===== config.mk =====
export PLATFORM = sky130hd
export DESIGN_NAME = laser_echo_tester
export DESIGN_NICKNAME = d
export VERILOG_FILES = /design/src/rtl/laser_echo_tester.sv
export SDC_FILE = /design/constraint.sdc
export NUM_CORES = 1
export LEC_CHECK = 0
export CAP_MARGIN = 20
export CORE_AREA = 2 2 87 110
export CTS_CLUSTER_DIAMETER = 150
export CTS_CLUSTER_SIZE = 28
export DETAILED_ROUTE_END_ITERATION = 8
export DIE_AREA = 0 0 89 112
export PLACE_DENSITY_LB_ADDON = 0.05
export SYNTH_ARGS = -nofsm -noshare
export SYNTH_HDL_FRONTEND = slang
export SYNTH_SLANG_ARGS = --single-unit

===== constraint.sdc =====
create_clock -name clock -period 3.9 [get_ports clock]
set_input_delay 0.585 -clock clock [delete_from_list [all_inputs] [get_ports clock]]
set_output_delay 0.585 -clock clock [all_outputs]
set_load 0.05 [all_outputs]

===== src/rtl/laser_echo_tester.sv =====
// laser_echo_tester: stop-and-wait LFSR byte tester that checks each byte echoed back over the laser link.
module laser_echo_tester #(
   parameter logic [7:0]  SEED      = 8'h01,
   parameter logic [15:0] NUM_BYTES = 16'd256,
   parameter logic [15:0] TIMEOUT   = 16'd50000
) (
   input  logic        clock,
   input  logic        reset_n,
   input  logic        start,
   input  logic        tx_done,
   input  logic        data_valid,
   input  logic [7:0]  data_in,
   output logic [7:0]  data_transmit,
   output logic        data_ready,
   output logic        busy,
   output logic        pass,
   output logic        fail,
   output logic [15:0] err_count,
   output logic [15:0] timeout_count,
   output logic [15:0] byte_count,
   output logic [7:0]  last_rx
);
   typedef enum logic [2:0] {IDLE, SEND, WAIT_TX, WAIT_ECHO, DONE} state_t;
   localparam logic [7:0] SEED_EFF = (SEED == 8'h00) ? 8'h01 : SEED;
   state_t state, state_nx;
   logic [7:0] lfsr;
   logic [15:0] timer, err_nx;
   logic accept, timeout_hit, miss, advance, last_byte, launch, waiting;
   assign waiting     = (state == WAIT_TX) || (state == WAIT_ECHO);
   assign launch      = ((state == IDLE) || (state == DONE)) && start;
   assign accept      = (state == WAIT_ECHO) && data_valid;
   // an echo landing in the timeout cycle takes priority over the timeout
   assign timeout_hit = waiting && !accept && (timer == TIMEOUT - 16'd1);
   assign miss        = accept && (data_in != lfsr);
   assign advance     = accept || timeout_hit;
   assign last_byte   = (byte_count + 16'd1) == NUM_BYTES;
   assign err_nx      = (miss || timeout_hit) ? err_count + {15'd0, ~&err_count} : err_count;
   assign data_transmit = lfsr;
   always_ff @(posedge clock) begin
      if (!reset_n) state <= IDLE;
      else state <= state_nx;
   end
   always_comb begin
      state_nx = state;
      case (state)
         IDLE, DONE: state_nx = start ? SEND : state;
         SEND:       state_nx = WAIT_TX;
         WAIT_TX:    state_nx = timeout_hit ? (last_byte ? DONE : SEND) : (tx_done ? WAIT_ECHO : WAIT_TX);
         WAIT_ECHO:  state_nx = advance ? (last_byte ? DONE : SEND) : WAIT_ECHO;
         default:    state_nx = IDLE;
      endcase
   end
   always_comb begin
      data_ready = state == SEND;
      busy       = (state == SEND) || waiting;
   end
   always_ff @(posedge clock) begin
      if (!reset_n) begin
         lfsr          <= 8'h00;
         timer         <= 16'd0;
         err_count     <= 16'd0;
         timeout_count <= 16'd0;
         byte_count    <= 16'd0;
         last_rx       <= 8'h00;
         pass          <= 1'b0;
         fail          <= 1'b0;
      end else begin
         if (launch) begin
            lfsr          <= SEED_EFF;
            err_count     <= 16'd0;
            timeout_count <= 16'd0;
            byte_count    <= 16'd0;
            pass          <= 1'b0;
            fail          <= 1'b0;
         end
         // timer holds cycles elapsed since SEND
         if (state == SEND) timer <= 16'd1;
         else if (waiting) timer <= timer + 16'd1;
         if (accept) last_rx <= data_in;
         if (waiting) err_count <= err_nx;
         if (timeout_hit) timeout_count <= timeout_count + {15'd0, ~&timeout_count};
         if (advance) begin
            byte_count <= byte_count + 16'd1;
            lfsr       <= {lfsr[6:0], lfsr[7] ^ lfsr[5] ^ lfsr[4] ^ lfsr[3]};
            if (last_byte) begin
               pass <= err_nx == 16'd0;
               fail <= err_nx != 16'd0;
            end
         end
      end
   end
endmodule

After elaboration in Yosys (flattened, before gate mapping). Index checks and enable logic that the tools add are counted.

Register bits: 85.

Bitwise logic cells: 4. Reductions and logical operators: 24. Add/subtract/negate cells: 4. Eq/ne operators: 8. Mux-type cells: 21.

Operator list (count): 16-bit two-way mux (5); 16-bit by 1-bit adder with 16-bit output (2); 16-bit by 1-bit adder with 16-bit output, second input constant (2); 16-bit AND reduction (2); 16-bit == test, second input constant (1); 16-bit by 9-bit == test with 1-bit output, second input constant (1); 16-bit logical NOT (1); 8-bit two-way mux (2); 16-bit nonzero test (1); 3-bit two-way mux (4); 3-bit one-hot mux with 4 select lines (1); 1-bit two-way mux (9); 8-bit inequality test (1); 2-bit nonzero test (4); 3-bit by 2-bit == test with 1-bit output, second input constant (2); 1-bit logical AND (5); 1-bit logical OR (5); 2-bit OR reduction (2); 3-bit by 1-bit == test with 1-bit output, second input constant (1); 3-bit == test, second input constant (1); 1-bit logical NOT (3); 3-bit logical NOT (1); 1-bit bitwise XOR (3); 2-bit inequality test, second input constant (1); 1-bit inverter (1).

Longest topological paths before layout.
Word-level depth: 10. Depth in mapped cells: 14.

Worst setup path before layout. No wires, ideal clock.

Path kind: register -> register. From: reg err_count[7]. To: reg pass. Path slack: 0.905 ns. Clock period less this slack: 2.995 ns. Data required time: 3.841 ns. Path buffers: 1. Data arrival time: 2.936 ns. Cell stages (with the launch flop): 14. Path through: dfxtp_1 -> buf_2 -> and4_1 -> nand2_1 -> nor2_1 -> nand2_1 -> ha_1 -> ha_1 -> nand3_2 -> a2111oi_0 -> o211a_1 -> o211ai_1 -> nor4_2 -> a32o_2.

Longest elaborated chain between the ends: 7.

Ends and longest elaborated chain: from (decl) (RTL line 18) `output logic [15:0] err_count,`; from (signal assigned) (RTL line 80) `if (waiting) err_count <= err_nx;`; 16-bit AND reduction (RTL line 37) `assign err_nx = (miss || timeout_hit) ? err_count + {15'd0, ~&err_count} : err_count;`; 1-bit logical NOT (RTL line 37); 16-bit by 1-bit adder with 16-bit output (RTL line 37); 16-bit two-way mux * (RTL line 37); 16-bit logical NOT * (RTL line 86) `pass <= err_nx == 16'd0;`; 1-bit two-way mux * (RTL line 85) `if (last_byte) begin`; 1-bit two-way mux * (RTL line 82) `if (advance) begin`; to (signal assigned) (RTL line 65) `pass <= 1'b0;`; to (signal assigned) (RTL line 73) `pass <= 1'b0;`; to (signal assigned) (RTL line 86); to (decl) (RTL line 16) `output logic pass,`.

Every way passes the cells marked *; elsewhere a longest branch is shown, timed or not. A chain may end at the register's enable or synchronous reset.

Final worst setup path.
From: reg err_count[9]. To: reg pass.

Same word-level chain as after synthesis.

==> impl_metrics.csv <==
group,metric,value,unit
outcome,status,"finished, final reports clean",
cts,numCtsBuffers,9,
synth,yosysMostFrequentCell,"dfxtp_1",
detailed_routing,drcViolationCount,0,
synth,synth_warnings,0,
floorplanning,ioPinCount,81,
global_routing,grt-ovfl-total,0,
global_routing,grt_pass1_vias,4475,
synth,synth_area_leader_cell,"dfxtp_1",
cts,h-tree-depth,3,
setup_path,r2r_end,"pass",
worst_hold_path,min-delay-start,"last_rx[0]",
synth,async_reset_ff_frac,0,
placement,pre_cts_ws,771.3,ps
synth,synthTopCellsByArea,"dfxtp_1 36%, nor2_1 6.7%, a21oi_1 5.6%",
placement,port_buffers,80,
setup_path,reg2reg_from,"err_count[9]",
timing,fin_crit_sh,0.8110,
synth,synth.distinct_cells,60,
pwr,power,1.991,mW
timing,slew_violations,0,
global_routing,antenna_found_initial,0,
timing,tightest_slew,952.8,ps
worst_hold_path,holdPathStages,2,
synth,synth_edf_count,0,
setup_path,crit_fanout,7,
cts,insertion_delay,330,ps
synth,synth.avg_cell_area,7.904,um2
timing,slew_headroom,0.3641,
setup_path,cp-end-kind,"flop",
floorplanning,core_area,8979,um2
detailed_routing,ant_nets,0,
synth,netlist.area_leader.share,0.3649,
setup_path,cp-start-kind,"flop",
placement,dp.final_hpwl,9.358,mm
detailed_routing,dr.pass1.iters,4,
job,maxCapViolCount,0,
cts,hold_buffers,0,
global_routing,grt_pass1_wl,21.80,mm
placement,gp_congestion,0.9398,
finish,num_antenna_cells,0,
floorplanning,dieArea,9968,um2
timing,final.min_clock_period,3163,ps
timing,fin_ws,737.3,ps
cts,cts.sinks,85,
synth,ys_ff_latch,85,
timing,finClkSkew,5.589,ps
detailed_routing,routed_wl,13.00,mm
detailed_routing,drtIter0Drc,223,
floorplanning,die_w,89,um
finish,nets,677,
cts,tritoncts,"built",
cts,cts_setup_buffers,0,
floorplanning,fp-row-count,39,
cts,clock_path_buffers,2,
setup_path,required,4180,ps
placement,dpl.cell_count,770,
synth,synth_cells,590,
cts,cts-root-buf,"clkbuf_16",
cts,cts-resized-gates,0,
finish,n_fill_cell,823,
global_routing,grt_usage,0.2706,
synth,synth_nets,609,
timing,grt_setup_unrepaired,"no",
floorplanning,die_h,112,um
setup_path,path_class,"reg -> reg",
setup_path,reg2regPathDepth,12,
pwr,irDropWorstVdd,216.8,uV
finish,area_delta_synth_final,25.52,%
pwr,powerDensity,340.1,nW/um2
synth,ys_seq_area_frac,0.3649,
setup_path,arrival,3440,ps
floorplanning,start_util,0.5194,
timing,hold_viol,0,
worst_hold_path,hp-class,"reg -> reg",
cts,clk_pin_slew,60,ps
setup_path,rrSetupSlack,740,ps
worst_hold_path,min_to,"last_rx[0]",
global_routing,grt_max_degree,28,
detailed_routing,post_drt_wl_per_cell,16.54,um
detailed_routing,dr_total_vias,4696,
timing,max_freq,316.2,MHz
timing,tns,0,ps
timing,setup-violations-final,0,
finish,final_layout_size_suffix_gt1_frac,0.06184,
detailed_routing,avgViaCountPerCell,5.975,
pwr,leakagePower,1.957,nW
synth,yosys-top-cells-count,"85 x dfxtp_1, 83 x nor2_1, 54 x nand2_1",
finish,fin_cells,786,
synth,synth_area,4663,um2
finish,utilization,0.6519,
synth,synthFlopType,"dfxtp_1",
==> worst max-delay path: stages (launching register included) <==
cell	delay (ps)
dfxtp_1	400
and4_1	280
nand2_1	110
nor2_1	80
nand2_1	70
ha_1	180
and3_1	270
nand4_1	250
a2111oi_0	580
o2111ai_1	230
a22o_1	260
nor4_2	190
a32o_2	210
==> per-stage QoR <==
step / hold WS (ps) / cell area (um2)
after floorplan: 448.6 / 4663
after global placement: 443.7 / 5549
after detailed placement: 448.8 / 5549
after CTS: 457.6 / 5853
after global routing: 479.8 / 5853
final: 453.0 / 5853
==> cells by family after synthesis <==
family | share of synthesized area
AO/OA/AOI/OAI | 0.2088
adder cells (fa/ha/maj) | 0.01610
buffers and inverters | 0.03595
multiplexers | 0.009122
XOR/XNOR | 0.06762
AND/OR/NAND/NOR | 0.2976
flip-flops | 0.3649
==> worst max path at each step <==
stage	from	endpoint	slack, ps	cells past startpoint
4_1_cts	err_count[7]	pass	770	12
2_1_floorplan	err_count[7]	pass	900	13
3_3_place_gp	data_valid	pass	830	8
6_report	err_count[9]	pass	740	12
5_1_grt	err_count[11]	pass	520	12
3_5_place_dp	data_valid	pass	770	8
==> routing by layer <==
layer	vias to the layer above	track usage	share of wire
met5	-	0	0
met4	0	0.08259	0.013
met3	17	0.04225	0.045
met2	129	0.4517	0.51
met1	2255	0.3555	0.43
li1	2295	-	-
==> cell type report <==
cell class / count / area [um2] / area share
Tap cell: 123 / 153.9 / 0.02629
Sequential cell: 85 / 1702 / 0.2907
Clock buffer: 13 / 260.3 / 0.04446
Multi-Input combinational cell: 466 / 2799 / 0.4782
Timing Repair Buffer: 89 / 868.3 / 0.1484
Clock inverter: 3 / 43.79 / 0.007482
Inverter: 7 / 26.28 / 0.004489
==> sequential cells by signal, summed over array words and instances (netlist names) <==
register       cells
timer             16
fail               1
byte_count        16
timeout_count     16
err_count         16
last_rx            8
pass               1
data_transmit      8
state              3
==> report_power, final <==
part	leakage (nW)	total, mW	internal, mW	switching (mW)
combinational	1.12	0.229	0.0714	0.158
clock	0.150	0.867	0.532	0.336
sequential	0.685	0.894	0.879	0.0148
==> layout by cell type (no fill, tap or decap), types with 13 or more instances in the layout <==
cell type        Yosys  layout
nand4_1             13      13
xor2_1              21      21
a21oi_1             52      52
xnor2_1             15      15
nand2_1             54      54
nand3_1             30      30
nor2_1              83      83
o21ai_0             37      37
dfxtp_1             85      85
clkdlybuf4s50_1      0      80
and3_1              15      15
No activity file was read; power rests on OpenSTA's default activity.
